==> config.mk <==
export PLATFORM = sky130hd
export DESIGN_NAME = demux3_dispatch_flat
export DESIGN_NICKNAME = d
export VERILOG_FILES = /design/src/rtl/demux3_dispatch_if.sv /design/src/rtl/demux3_dispatch.sv /design/src/flat_wrapper.sv
export SDC_FILE = /design/constraint.sdc
export NUM_CORES = 1
export LEC_CHECK = 0
export CORE_UTILIZATION = 40
export CTS_BUF_LIST = sky130_fd_sc_hd__clkbuf_4 sky130_fd_sc_hd__clkbuf_8 sky130_fd_sc_hd__clkbuf_16
export DETAILED_ROUTE_END_ITERATION = 12
export PLACE_DENSITY = 0.85
export SYNTH_ARGS = -nofsm -noshare
export SYNTH_HDL_FRONTEND = slang
export SYNTH_SLANG_ARGS = --single-unit
==> constraint.sdc <==
create_clock -name clk -period 1.51 [get_ports clk]
set_input_delay 0.302 -clock clk [delete_from_list [all_inputs] [get_ports clk]]
set_output_delay 0.302 -clock clk [all_outputs]
set_load 0.02 [all_outputs]
==> src/rtl/demux3_dispatch_if.sv <==
// ============================================================================
// Module : demux3_dispatch_if
// Brief  : Producer-side and consumer-side handshake bundle for demux3_dispatch.
// Rev    : 1.0  initial release
// ============================================================================
`default_nettype none

interface demux3_dispatch_if #(
    parameter int WIDTH = 8
);
    logic [WIDTH-1:0] in_data;
    logic [1:0]       in_sel;
    logic             in_valid;
    logic             in_ready;

    logic [WIDTH-1:0] out1_data;
    logic [WIDTH-1:0] out2_data;
    logic [WIDTH-1:0] out3_data;
    logic             out1_valid;
    logic             out2_valid;
    logic             out3_valid;
    logic             out1_ready;
    logic             out2_ready;
    logic             out3_ready;

    logic             sel_err;
    logic [7:0]       err_count;

    // master drives the producer side and the consumer readies (bench/system view)
    modport master (
        output in_data, in_sel, in_valid,
        output out1_ready, out2_ready, out3_ready,
        input  in_ready,
        input  out1_data, out2_data, out3_data,
        input  out1_valid, out2_valid, out3_valid,
        input  sel_err, err_count
    );

    modport slave (
        input  in_data, in_sel, in_valid,
        input  out1_ready, out2_ready, out3_ready,
        output in_ready,
        output out1_data, out2_data, out3_data,
        output out1_valid, out2_valid, out3_valid,
        output sel_err, err_count
    );
endinterface

`default_nettype wire

==> src/rtl/demux3_dispatch.sv <==
// ============================================================================
// Module : demux3_dispatch
// Brief  : Routes one byte per cycle into one of three one-entry holding slots;
//          code 11 drops the byte and flags sel_err. Macro DEMUX3_ERR_COUNT_EN
//          enables the saturating illegal-code counter on err_count.
// Rev    : 1.0  initial release
// ============================================================================
`default_nettype none

module demux3_dispatch #(
    parameter int WIDTH = 8
) (
    input  wire logic          clk,
    input  wire logic          reset,
    demux3_dispatch_if.slave   bus
);

    localparam logic c_EMPTY = 1'b0;
    localparam logic c_FULL  = 1'b1;

    logic [2:0]       w_out_ready;
    logic [2:0]       w_valid;
    logic [2:0]       w_slot_ready;
    logic [WIDTH-1:0] w_data [3];
    logic             w_legal;
    logic             w_in_ready;
    logic             w_accept;
    logic             w_illegal_xfer;
    logic             r_sel_err;

    assign w_out_ready    = {bus.out3_ready, bus.out2_ready, bus.out1_ready};
    assign w_legal        = (bus.in_sel != 2'b11);
    assign w_accept       = bus.in_valid && w_in_ready;
    assign w_illegal_xfer = w_accept && !w_legal;

    // readiness depends only on the addressed slot, never on in_valid
    always_comb begin
        w_in_ready = 1'b1;
        case (bus.in_sel)
            2'b00:   w_in_ready = w_slot_ready[0];
            2'b01:   w_in_ready = w_slot_ready[1];
            2'b10:   w_in_ready = w_slot_ready[2];
            default: w_in_ready = 1'b1;
        endcase
    end

    assign bus.in_ready = w_in_ready;

    for (genvar gi = 0; gi < 3; gi++) begin : g_slot
        logic             r_state;
        logic [WIDTH-1:0] r_data;
        logic             w_fill;
        logic             w_drain;

        assign w_fill  = w_accept && (bus.in_sel == 2'(gi));
        assign w_drain = (r_state == c_FULL) && w_out_ready[gi];

        // fill takes priority so a same-edge drain+fill keeps the slot full
        always_ff @(posedge clk) begin
            if (reset) begin
                r_state <= c_EMPTY;
                r_data  <= '0;
            end else if (w_fill) begin
                r_state <= c_FULL;
                r_data  <= bus.in_data;
            end else if (w_drain) begin
                r_state <= c_EMPTY;
            end
        end

        assign w_valid[gi]      = (r_state == c_FULL);
        assign w_data[gi]       = r_data;
        assign w_slot_ready[gi] = (r_state == c_EMPTY) || w_out_ready[gi];
    end

    assign bus.out1_valid = w_valid[0];
    assign bus.out2_valid = w_valid[1];
    assign bus.out3_valid = w_valid[2];
    assign bus.out1_data  = w_data[0];
    assign bus.out2_data  = w_data[1];
    assign bus.out3_data  = w_data[2];

    always_ff @(posedge clk) begin
        if (reset) begin
            r_sel_err <= 1'b0;
        end else begin
            r_sel_err <= w_illegal_xfer;
        end
    end

    assign bus.sel_err = r_sel_err;

`ifdef DEMUX3_ERR_COUNT_EN
    logic [7:0] r_err_count;

    always_ff @(posedge clk) begin
        if (reset) begin
            r_err_count <= 8'h00;
        end else if (w_illegal_xfer && (r_err_count != 8'hFF)) begin
            r_err_count <= r_err_count + 8'h01;
        end
    end

    assign bus.err_count = r_err_count;
`else
    assign bus.err_count = 8'h00;
`endif

endmodule

`default_nettype wire

==> src/flat_wrapper.sv <==
// flat-port wrapper written by rule: the top's interface ports become plain ports
module demux3_dispatch_flat 
#(
    parameter int WIDTH = 8
)
  (clk, reset, bus_in_data, bus_in_sel, bus_in_valid, bus_out1_ready, bus_out2_ready, bus_out3_ready, bus_in_ready, bus_out1_data, bus_out2_data, bus_out3_data, bus_out1_valid, bus_out2_valid, bus_out3_valid, bus_sel_err, bus_err_count);
  demux3_dispatch_if #(.WIDTH(WIDTH)) bus_i ();
  input  wire logic clk;
  input  wire logic reset;
  input wire logic [$bits(bus_i.in_data)-1:0] bus_in_data;
  input wire logic [$bits(bus_i.in_sel)-1:0] bus_in_sel;
  input wire logic [$bits(bus_i.in_valid)-1:0] bus_in_valid;
  input wire logic [$bits(bus_i.out1_ready)-1:0] bus_out1_ready;
  input wire logic [$bits(bus_i.out2_ready)-1:0] bus_out2_ready;
  input wire logic [$bits(bus_i.out3_ready)-1:0] bus_out3_ready;
  output wire logic [$bits(bus_i.in_ready)-1:0] bus_in_ready;
  output wire logic [$bits(bus_i.out1_data)-1:0] bus_out1_data;
  output wire logic [$bits(bus_i.out2_data)-1:0] bus_out2_data;
  output wire logic [$bits(bus_i.out3_data)-1:0] bus_out3_data;
  output wire logic [$bits(bus_i.out1_valid)-1:0] bus_out1_valid;
  output wire logic [$bits(bus_i.out2_valid)-1:0] bus_out2_valid;
  output wire logic [$bits(bus_i.out3_valid)-1:0] bus_out3_valid;
  output wire logic [$bits(bus_i.sel_err)-1:0] bus_sel_err;
  output wire logic [$bits(bus_i.err_count)-1:0] bus_err_count;
  assign bus_i.in_data = bus_in_data;
  assign bus_i.in_sel = bus_in_sel;
  assign bus_i.in_valid = bus_in_valid;
  assign bus_i.out1_ready = bus_out1_ready;
  assign bus_i.out2_ready = bus_out2_ready;
  assign bus_i.out3_ready = bus_out3_ready;
  assign bus_in_ready = bus_i.in_ready;
  assign bus_out1_data = bus_i.out1_data;
  assign bus_out2_data = bus_i.out2_data;
  assign bus_out3_data = bus_i.out3_data;
  assign bus_out1_valid = bus_i.out1_valid;
  assign bus_out2_valid = bus_i.out2_valid;
  assign bus_out3_valid = bus_i.out3_valid;
  assign bus_sel_err = bus_i.sel_err;
  assign bus_err_count = bus_i.err_count;
  demux3_dispatch #(.WIDTH(WIDTH)) u_core (.clk(clk), .reset(reset), .bus(bus_i));
endmodule
==> impl_metrics.tcl <==
set metrics [dict create \
    crit_buf_inv 1 \
    grt_usage_pct 17.7 \
    clk_path_buf_depth 2 \
    placed_cell_area_sq_um 1750 \
    min_from "u_core.bus.out1_data[0]" \
    slowest_delay_ps 350 \
    tns_ps -129 \
    r2r-start "u_core.bus.out1_valid" \
    crit_path_max_fanout 2 \
    holdBufCountCts 0 \
    start_util_pct 43.4 \
    end_kind "primary output" \
    synth_cells 115 \
    fin_nets 186 \
    crit_start "u_core.bus.out1_valid" \
    crit_family "flip-flops" \
    min_path_type "flop to flop" \
    num_io_pins 53 \
    p_total_mw 1.53 \
    mappedNetlistArea_sq_um 1230 \
    fin_ws_ps -129 \
    cts_made_buffers 3 \
    yosys_warnings 0 \
    clk_pin_slew_ps 150 \
    worstSkewPairLatency_ps 330 \
    ir_drop_mv 0.529 \
    io_buffers 44 \
    drv_slew 0 \
    cts-root-buf "clkbuf_4" \
    drc 4 \
    wire_per_inst_um 13.3 \
    area_growth_pct 46.3 \
    post-dp-hpwl_um 2000 \
    drive_gt1_share_pct 15.4 \
    clock_sinks 28 \
    final_antenna_net_count 0 \
    instances_no_fill 200 \
    routed_wl_um 2660 \
    antenna_cells 0 \
    seq_area_frac_synth_pct 45.7 \
    maxCapViolCount 0 \
    grt_start_max_net_pins 21 \
    powerDensity_nw_per_um2 853 \
    place_inst 195 \
    worst_hold_slack_ps 479 \
    hold_violations 0 \
    p_leak_nw 0.911 \
    grt_pass1_vias 1035 \
    cts_tree "done" \
    crit_slowest_cell "dfxtp_2" \
    rsz0062_at_grt "yes" \
    pre_cts_ws_ps -686 \
    start_kind "flop" \
    clock.fmax_ghz 0.610 \
    fin_area_sq_um 1800 \
    fp.dieArea_sq_um 3290 \
    skew_ps 1.67 \
    htree_levels 1 \
    rows 19 \
    viasPerCell 4.72 \
    crit_type "flop to primary output" \
    overflow 0 \
    dr.pass1.iters 8 \
    yosys.cell_types.count 20 \
    die_x_um 57.4 \
    coreArea_sq_um 2830 \
    vias 943 \
    violations "DRC, setup timing" \
    grt_pass1_wl_um 4520 \
    routabilityCongestion 0.697 \
    required_ps 1210 \
    die-height_um 57.4 \
    final_util_pct 63.5 \
    period_share_pct 109 \
    syn_area_per_cell_sq_um 10.7 \
    critPathArrivalTime_ps 1340 \
    antenna_found_initial 0 \
    crit_chain "nor2b_4 -> mux2_4 -> o21ai_2 -> buf_6" \
    fin_crit_ps 1640 \
    first_iter_violations 10 \
    ys_ff_latch 28 \
    setup_viol 1 \
    status "finished with violations" \
]
timing repair:
item	in CTS	in global routing
gates resized for setup	38	4
setup buffers	0	1
endpoints found under the setup margin	29	1
pin swaps	1	1
cell usage after synthesis:
library cell	number	area [sq um]
nand4b_1	1	8.76
o21ba_2	2	20.0
conb_1	1	3.75
nor3_4	1	16.3
buf_2	1	5.00
nor3b_1	1	7.51
dfxtp_1	28	561
nor3_1	1	5.00
mux2i_1	24	240
nand2_2	1	6.26
a21oi_1	1	5.00
buf_4	8	60.1
o21ai_0	2	10.0
nor2b_4	1	13.8
or3_1	2	12.5
nand2b_1	34	213
nor2b_1	1	6.26
clkbuf_1	3	11.3
buf_6	1	11.3
mux2_2	1	11.3
cells by family after synthesis:
group / count (synthesis) / synth area share [%]
compound gates: 5 / 2.85
buf+inv: 13 / 7.14
flops: 28 / 45.7
mux: 25 / 20.5
other cells: 1 / 0.306
simple gates: 43 / 23.5
worst reg2reg max path, stage by stage (launching register included):
cell     delay [ps]
dfxtp_2         350
nor2b_4         120
buf_4           120
buf_4           140
or3_1           400
mux2i_1         180
report_power, final:
group	switching [mW]	internal [mW]	total, mW
clock network	0.231	0.269	0.500
logic	0.128	0.126	0.253
registers	0.0126	0.766	0.778
total	0.372	1.16	1.53
cells in the final DEF, fill, tap and decap left out, drive strengths merged:
cell,instances
a21oi,1
buf,13
bufinv,1
clkbuf,3
clkdlybuf4s50,12
conb,8
dfxtp,28
dlygate4sd2,30
dlymetal6s2s,1
mux2,1
mux2i,24
nand2,1
nand2b,34
nand4b,1
nor2b,2
nor3,2
nor3b,1
o21ai,2
o21ba,2
or3,2
sequential cells by signal (all words and copies together), names as in the netlist:
signal and cells:
u_core.bus.out1_data 8, u_core.bus.out1_valid 1, u_core.bus.out2_data 8, u_core.bus.out2_valid 1, u_core.bus.out3_data 8, u_core.bus.out3_valid 1
u_core.bus.sel_err 1
routing by layer:
layer	part of all wire (%)	track usage, %
met1	43	19.7
met2	51	33.4
met3	6.0	3.85
met4	0	5.23
met5	0	0
cell type report:
| class | instances | area (sq um) |
|---|---|---|
| fill | 241 | 1030 |
| multi-input combinational | 81 | 621 |
| sequential | 28 | 562 |
| timing repair buffer | 56 | 522 |
| tap | 31 | 38.8 |
| clock inverter | 1 | 30.0 |
| clock buffer | 3 | 22.5 |
path summary, 6_finish.rpt:
kind                              to  slack, ps  depth (start not counted)
min          u_core.bus.out1_data[0]        480                          2
min reg2reg  u_core.bus.out1_data[0]        480                          2
max reg2reg  u_core.bus.out1_data[7]        130                          5
max                     bus_in_ready       -130                          4
No activity file was read; power rests on OpenSTA's default activity.
